===== src/rtl/div_unit.sv =====
// div_unit: multicycle restoring divider (signed by default) for the DivOp/DivmOp
// start/end handshake. Quotient goes to LO and remainder to HI. A zero divisor
// skips the iterations and raises div_zero together with div_end.
//
// Optional feature macro: DIV_UNSIGNED_EN
//   When defined, the div_signed input is added and sampled with div_start.
//   div_signed=0 selects unsigned division (divu).
//
// Ports:
//   clk, reset          rising-edge clock, asynchronous active-low reset
//   dividend, divisor   operands, sampled only when div_start is accepted in IDLE
//   div_signed          (DIV_UNSIGNED_EN only) 1 = signed, 0 = unsigned
//   div_start           request, ignored unless the unit is idle
//   hi_out / lo_out     remainder / quotient, registered, held until next result
//   busy                high from the cycle after acceptance until div_end falls
//   div_end             one-cycle completion pulse, results valid in that cycle
//   div_zero            one-cycle pulse coincident with div_end on divide-by-zero
module div_unit #(
    parameter int WIDTH = 32
) (
    input  logic             clk,
    input  logic             reset,
    input  logic [WIDTH-1:0] dividend,
    input  logic [WIDTH-1:0] divisor,
`ifdef DIV_UNSIGNED_EN
    input  logic             div_signed,
`endif
    input  logic             div_start,
    output logic [WIDTH-1:0] hi_out,
    output logic [WIDTH-1:0] lo_out,
    output logic             busy,
    output logic             div_end,
    output logic             div_zero
);
    localparam int CW = $clog2(WIDTH);

    localparam logic [2:0] S_IDLE   = 3'd0;
    localparam logic [2:0] S_CALC   = 3'd1;
    localparam logic [2:0] S_FIX    = 3'd2;
    localparam logic [2:0] S_DONE   = 3'd3;
    localparam logic [2:0] S_DONE_Z = 3'd4;

    logic [2:0]       state;
    logic [CW-1:0]    cnt;
    logic [WIDTH-1:0] rem, q, dvs;
    logic             sign_a, sign_b;

    logic             op_signed;
    logic             a_neg, b_neg;
    logic [WIDTH-1:0] a_abs, b_abs;
    logic [WIDTH:0]   rem_sh, rem_sub;
    logic             q_bit;

`ifdef DIV_UNSIGNED_EN
    assign op_signed = div_signed;
`else
    assign op_signed = 1'b1;
`endif

    // Magnitudes wrap modulo 2^WIDTH, so the most negative value maps to itself
    // and is then treated as an unsigned magnitude by the iteration.
    assign a_neg = op_signed & dividend[WIDTH-1];
    assign b_neg = op_signed & divisor[WIDTH-1];
    assign a_abs = a_neg ? -dividend : dividend;
    assign b_abs = b_neg ? -divisor  : divisor;

    // One restoring step. The shifted remainder can reach 2*|divisor|, so it
    // carries one extra bit. No borrow out of the trial subtraction means
    // rem >= |divisor|.
    always_comb begin
        rem_sh  = {rem, q[WIDTH-1]};
        rem_sub = rem_sh - {1'b0, dvs};
        q_bit   = ~rem_sub[WIDTH];
    end

    assign busy = (state != S_IDLE);

    always_ff @(posedge clk or negedge reset) begin
        if (!reset) begin
            state    <= S_IDLE;
            cnt      <= '0;
            rem      <= '0;
            q        <= '0;
            dvs      <= '0;
            sign_a   <= 1'b0;
            sign_b   <= 1'b0;
            hi_out   <= '0;
            lo_out   <= '0;
            div_end  <= 1'b0;
            div_zero <= 1'b0;
        end else begin
            div_end  <= 1'b0;
            div_zero <= 1'b0;
            case (state)
                S_IDLE: begin
                    if (div_start) begin
                        if (divisor == '0) begin
                            state <= S_DONE_Z;
                        end else begin
                            dvs    <= b_abs;
                            q      <= a_abs;
                            rem    <= '0;
                            sign_a <= a_neg;
                            sign_b <= b_neg;
                            cnt    <= CW'(WIDTH - 1);
                            state  <= S_CALC;
                        end
                    end
                end
                S_CALC: begin
                    rem <= q_bit ? rem_sub[WIDTH-1:0] : rem_sh[WIDTH-1:0];
                    q   <= {q[WIDTH-2:0], q_bit};
                    if (cnt == '0) state <= S_FIX;
                    else           cnt   <= cnt - 1'b1;
                end
                S_FIX: begin
                    lo_out  <= (sign_a ^ sign_b) ? -q : q;
                    hi_out  <= sign_a ? -rem : rem;
                    div_end <= 1'b1;
                    state   <= S_DONE;
                end
                S_DONE: begin
                    state <= S_IDLE;
                end
                // Results are left untouched; the pulse lands one cycle after
                // the start edge and shares the DONE cycle with normal ops.
                S_DONE_Z: begin
                    div_end  <= 1'b1;
                    div_zero <= 1'b1;
                    state    <= S_DONE;
                end
                default: state <= S_IDLE;
            endcase
        end
    end
endmodule


===== config.mk =====
export PLATFORM = sky130hd
export DESIGN_NAME = div_unit
export DESIGN_NICKNAME = d
export VERILOG_FILES = /design/src/rtl/div_unit.sv
export SDC_FILE = /design/constraint.sdc
export NUM_CORES = 1
export LEC_CHECK = 0
export ABC_AREA = 1
export BUFFER_PORTS_ARGS = -buffer_cell sky130_fd_sc_hd__buf_4
export CAP_MARGIN = 30
export CORE_MARGIN = 2
export CORE_UTILIZATION = 55
export DETAILED_ROUTE_END_ITERATION = 16
export PLACE_DENSITY = 0.84
export RECOVER_POWER = 25
export SLEW_MARGIN = 15
export SYNTH_ARGS = -nofsm -noshare
export SYNTH_HDL_FRONTEND = slang
export SYNTH_SLANG_ARGS = --single-unit

===== constraint.sdc =====
create_clock -name clk -period 2.35 [get_ports clk]
set_input_delay 0.1175 -clock clk [delete_from_list [all_inputs] [get_ports clk]]
set_output_delay 0.1175 -clock clk [all_outputs]
set_load 0.03 [all_outputs]

## Yosys cells after proc, flatten, opt, wreduce, memory -nomap -nowiden

Cells that the tools add are included.

- Word-level logic and storage cells: 58
- Register bits: 172
- Input bits: 67
- Output and inout bits: 67

- Mux-type cells: 21
- Bitwise gates (word level): 3
- Add/sub/neg operators: 6
- Reduce and logical (&&, ||, !) cells: 10
- Equality and inequality tests: 7

Operators with widths:

| cell | number |
|---|---|
| 2-to-1 mux 32 bit | 9 |
| negation 32 bit | 4 |
| case mux 32 bit (2 select lines) | 2 |
| subtractor 33 x 32 -> 33 bit | 1 |
| logical NOT 32 bit | 1 |
| 2-to-1 mux 5 bit | 3 |
| case mux 5 bit (2 select lines) | 1 |
| 2-to-1 mux 3 bit | 3 |
| case mux 3 bit (3 select lines) | 1 |
| != test 2 bit (second input constant) | 4 |
| AND reduction 3 bit | 2 |
| logical NOT 5 bit | 1 |
| subtractor 5 x 1 -> 5 bit (second input constant) | 1 |
| AND reduction 4 bit | 1 |
| equality test 3 x 1 -> 1 bit (second input constant) | 1 |
| equality test 3 x 2 -> 1 bit (second input constant) | 1 |
| equality test 3 bit (second input constant) | 1 |
| logical NOT 3 bit | 1 |
| nonzero test 3 bit | 1 |
| 2-to-1 mux 1 bit | 2 |
| inverter 1 bit | 2 |
| AND reduction 2 bit | 1 |
| nonzero test 2 bit | 1 |
| OR reduction 2 bit | 1 |
| XOR 1 bit | 1 |

## Longest topological paths before layout

- Depth in word-level cells: 5
- Mapped depth: 18
- Mapped depth without buffers: 17

## Least setup slack after synthesis

No wires, ideal clock.

- Kind: reg-to-reg
- From: register q[31]
- To: register rem[2]
- Data arrival time: 2116 ps
- Data required time: 2233 ps
- Setup time: 117 ps
- Setup slack: 117 ps
- Clock period less this slack: 2233 ps
- Stages on the path, launching flop included: 19
- Path buffers: 1
- Path through: dfrtp_1 inv_1 ha_1 fa_1 inv_1 nand2_1 nand2_1 nand3_1 nand2_2 nand2_2 nand2_2 nand2_4 nand2_4 nand2_4 nand2_4 buf_8 nand2_2 nand3_2 nand2_1

- Word-level cells in the longest chain between the ends: 3

RTL lines:

| what | RTL line | RTL |
|---|---|---|
| from (decl) | 45 | `logic [WIDTH-1:0] rem, q, dvs;` |
| from (signal assigned) | 101 | `q <= a_abs;` |
| from (signal assigned) | 112 | `q <= {q[WIDTH-2:0], q_bit};` |
| subtractor 33 x 32 -> 33 bit | 72 | `rem_sub = rem_sh - {1'b0, dvs};` |
| 2-to-1 mux 32 bit | 111 | `rem <= q_bit ? rem_sub[WIDTH-1:0] : rem_sh[WIDTH-1:0];` |
| case mux 32 bit (2 select lines) | 94 | `case (state)` |
| to (signal assigned) | 111 |  |
| to (decl) | 45 |  |

Every way passes these cells.
A chain may end at the register's enable or synchronous reset.

## Worst setup path in the final report

- From: register dvs[0]
- To: register rem[31]

- Word-level cells in the longest chain between the ends: 3

RTL lines:

| what | RTL line | RTL |
|---|---|---|
| from (decl) | 45 |  |
| from (signal assigned) | 100 | `dvs <= b_abs;` |
| subtractor 33 x 32 -> 33 bit | 72 |  |
| 2-to-1 mux 32 bit | 111 |  |
| case mux 32 bit (2 select lines) | 94 |  |

Every way passes these cells.

==> results_dict.tcl <==
set metrics [dict create \
    ys_ff_latch 172 \
    ys.warnings.count 0 \
    cts.clk_slew.worst_paths_ns 0.09 \
    synth-edff-count 0 \
    syn_inst 2089 \
    ir_drop_mv 0.791 \
    place_ws_ns -0.0574 \
    power_frac_seq_pct 18.8 \
    rows 57 \
    r2r_setup_slack_ns -0.09 \
    dieArea_mm2 0.0256 \
    critPathRequiredTime_ns 2.69 \
    slew_viol_final 0 \
    grt_pass1_wl_um 66700 \
    final_cells 2621 \
    regArea_mm2 0.00431 \
    grt_max_degree 68 \
    slew_headroom_pct 0.968 \
    p_sw_mw 16.1 \
    pwr-share-clk_pct 10.2 \
    status "complete, but fails checks" \
    power_leakage_nw 8.80 \
    worst_slew_pin_slew_ns 1.49 \
    synthFlopType "dfrtp_1" \
    fin_area_mm2 0.0169 \
    ant_nets 0 \
    ctsHtreeMaxLevel 4 \
    drt-total-wl_um 44400 \
    grt_util_all_layers_pct 32.2 \
    setup_tns_ns -1.22 \
    synthMuxAreaShare_pct 0 \
    startpoint_type "register" \
    critical_path_class "reg2reg" \
    failed_checks "negative hold slack, negative setup slack" \
    die_h_um 160 \
    cts-root-buf "clkbuf_16" \
    synth_compound_area_share_pct 8.27 \
    worstPathCellList "ha_4 -> fa_2 -> inv_2 -> nand2_2 -> nand2_2 -> nand3_2 -> nand2_2 -> nand2_2 -> nand2_2 -> nand2_4 -> nand3_4 -> clkbuf_16 -> nand3_2 -> nand3_2 -> nand2_1" \
    fillers 2033 \
    dp_hpwl_um 31600 \
    rsz0062_at_grt "yes" \
    fmax_mhz 409 \
    grt_pass1_vias 13100 \
    swShare_pct 54.4 \
    multi_input_area_mm2 0.00847 \
    wl_per_cell_um 16.9 \
    syn-num-nets 2195 \
    first_pass_iters 6 \
    max_stage_delay_ns 0.42 \
    drcViolationCount 0 \
    clock_latency_ns 0.45 \
    first_iter_violations 1662 \
    synthTopCellsByArea "dfrtp_1 (32%), nand2_1 (20%), nand3_1 (8.6%)" \
    synth-adder-area-share_pct 3.69 \
    start_util_pct 55.6 \
    cts_sinks 172 \
    synth_area_mm2 0.0134 \
    end_kind "register" \
    synth_xor_area_share_pct 4.57 \
    avgSynthCellArea_um2 6.42 \
    overflow 0 \
    ios 134 \
    crit_family "simple AND/OR/NAND/NOR gates" \
    core_area_mm2 0.0241 \
    num_antenna_cells 0 \
    cts_tree "built" \
    worst_hold_slack_ns -0.00665 \
    clk_path_buf_depth 2 \
    crit_top_cell "nand2_2" \
    via_count 14900 \
    cap_violations 0 \
    cp.buffers_inverters 2 \
    vias_per_cell 5.67 \
    period_share_pct 104 \
    drive_above_1_share_pct 18.3 \
    p_comb_share_pct 71.0 \
    cts_buffers 17 \
    dp.cells 2552 \
    synthTopCellsByCount "nand2_1 (708), inv_1 (281), nand3_1 (231), nor2_1 (181), dfrtp_1 (172)" \
    area_growth_pct 25.9 \
    synth_most_common_cell "nand2_1" \
    setup_viol 30 \
    synth_top_family_by_area "simple AND/OR/NAND/NOR gates" \
    yosys.area_share.simple_pct 41.0 \
    min_period_ns 2.44 \
    hp-class "in2reg" \
    post_dp_cell_area_mm2 0.0151 \
    hold_viol 1 \
    ys_seq_area_share_pct 32.1 \
    nets 2390 \
    antenna_found_initial 0 \
    setup_ws_ns -0.0945 \
    crit_slowest_cell "dfrtp_1" \
    arrival_ns 2.78 \
    die_x_um 160 \
    netlist.area_leader.share_pct 32.1 \
    internal-power_mw 13.5 \
    powerDensity_mw_per_mm2 1750 \
    clock_skew_ns 0.0225 \
    gp_congestion 0.967 \
    critPathMaxFanout 8 \
    synth.distinct_cells 49 \
    io_buffers 133 \
    yosys.area.top_type "dfrtp_1" \
    async_flop_share_pct 100 \
]
## logic make-up (layout without fill, tap and decap cells)
| kind of cell | count (synthesis) | after routing |
|---|---|---|
| AND/OR/NAND/NOR | 1264 | 1269 |
| buffers and inverters | 351 | 554 |
| AO/OA/AOI/OAI | 193 | 193 |
| flip-flops | 172 | 172 |
| XOR/XNOR | 70 | 70 |
| adder cells (fa/ha/maj) | 39 | 39 |
## final timing paths
| kind | startpoint | end | cells after the start |
|---|---|---|---|
| setup reg to reg | dvs[0] | rem[31] | 15 |
| min in group asynchronous | reset | dvs[5] | 2 |
| setup / recovery | dvs[0] | rem[31] | 15 |
| max in group asynchronous | reset | rem[25] | 3 |
| hold reg to reg | hi_out[22] | hi_out[22] | 2 |
| hold / removal | divisor[4] | dvs[4] | 3 |
## routing by layer
| layer | GRT usage (%) | vias up | wire length, um |
|---|---|---|---|
| met4 | 9.62 | 0 | 1850 |
| li1 | - | 7023 | - |
| met5 | 0 | - | 0 |
| met3 | 4.47 | 136 | 4240 |
| met2 | 48.4 | 804 | 19000 |
| met1 | 48.3 | 6892 | 19300 |
## placed cells by master, fill, tap and decap left out, types with 10 or more instances in the layout
cell           netlist  routed
nand2_1            708     697
inv_1              281     277
buf_4                3     195
nand3_1            231     181
nor2_1             181     179
dfrtp_1            172     171
o21ai_0            102     102
xor2_1              49      49
nand3_2             10      48
a21oi_1             34      32
nand2_2             27      31
o211ai_1            26      26
nand4_1             24      24
xnor2_1             21      21
clkbuf_16            0      21
nand3b_1            20      20
ha_1                38      20
nor3_1              21      19
inv_2               11      15
dlygate4sd3_1        0      15
nand3_4              2      14
ha_4                 0      13
buf_12               1      12
nand2_4              6      10
## power groups by stage
stage                     Sequential (mW)  Clock [mW]  Combinational (mW)
after floorplan                      6.18           0                11.2
after global placement               5.38           0                16.7
after detailed placement             5.45           0                17.2
after CTS                            5.42        2.97                17.4
after global routing                 5.66        3.10                22.8
final                                5.56        3.00                21.0
## sequential cells by signal, summed over array words and instances (netlist names), 3 cells and up
signal  cells
dvs        32
hi_out     32
lo_out     32
q          32
rem        32
cnt         5
state       3
## what timing repair did
item                                   in CTS  in global routing
setup buffers                               0                 13
hold buffers                               15                  0
gates resized for setup                     5                126
cloned                                      0                  9
pin swaps                                   0                 53
setup endpoints to repair                  33                 71
endpoints found under the hold margin      67                  0
## worst register-to-register path: stages (launching register included)
cell and delay (ns):
dfrtp_1 0.42, ha_4 0.19, fa_2 0.41, inv_2 0.08, nand2_2 0.05, nand2_2 0.08, nand3_2 0.07, nand2_2 0.09
nand2_2 0.07, nand2_2 0.09, nand2_4 0.10, nand3_4 0.22, clkbuf_16 0.23, nand3_2 0.11, nand3_2 0.08, nand2_1 0.05
## through the flow
step	util, %	power, mW
6_report	70.0	29.5
5_1_grt	70.0	31.5
4_1_cts	66.1	25.8
3_5_place_dp	62.8	22.6
3_3_place_gp	62.8	22.1
2_1_floorplan	-	17.4
## final cells by class
type	instances	share of cell area (%)
Multi-Input combinational cell	1571	50.2
Sequential cell	172	25.5
Timing Repair Buffer	230	11.8
Inverter	292	6.49
Clock buffer	18	2.60
Tap cell	324	2.40
Clock inverter	14	1.01
(Power assumes the default switching activity.)
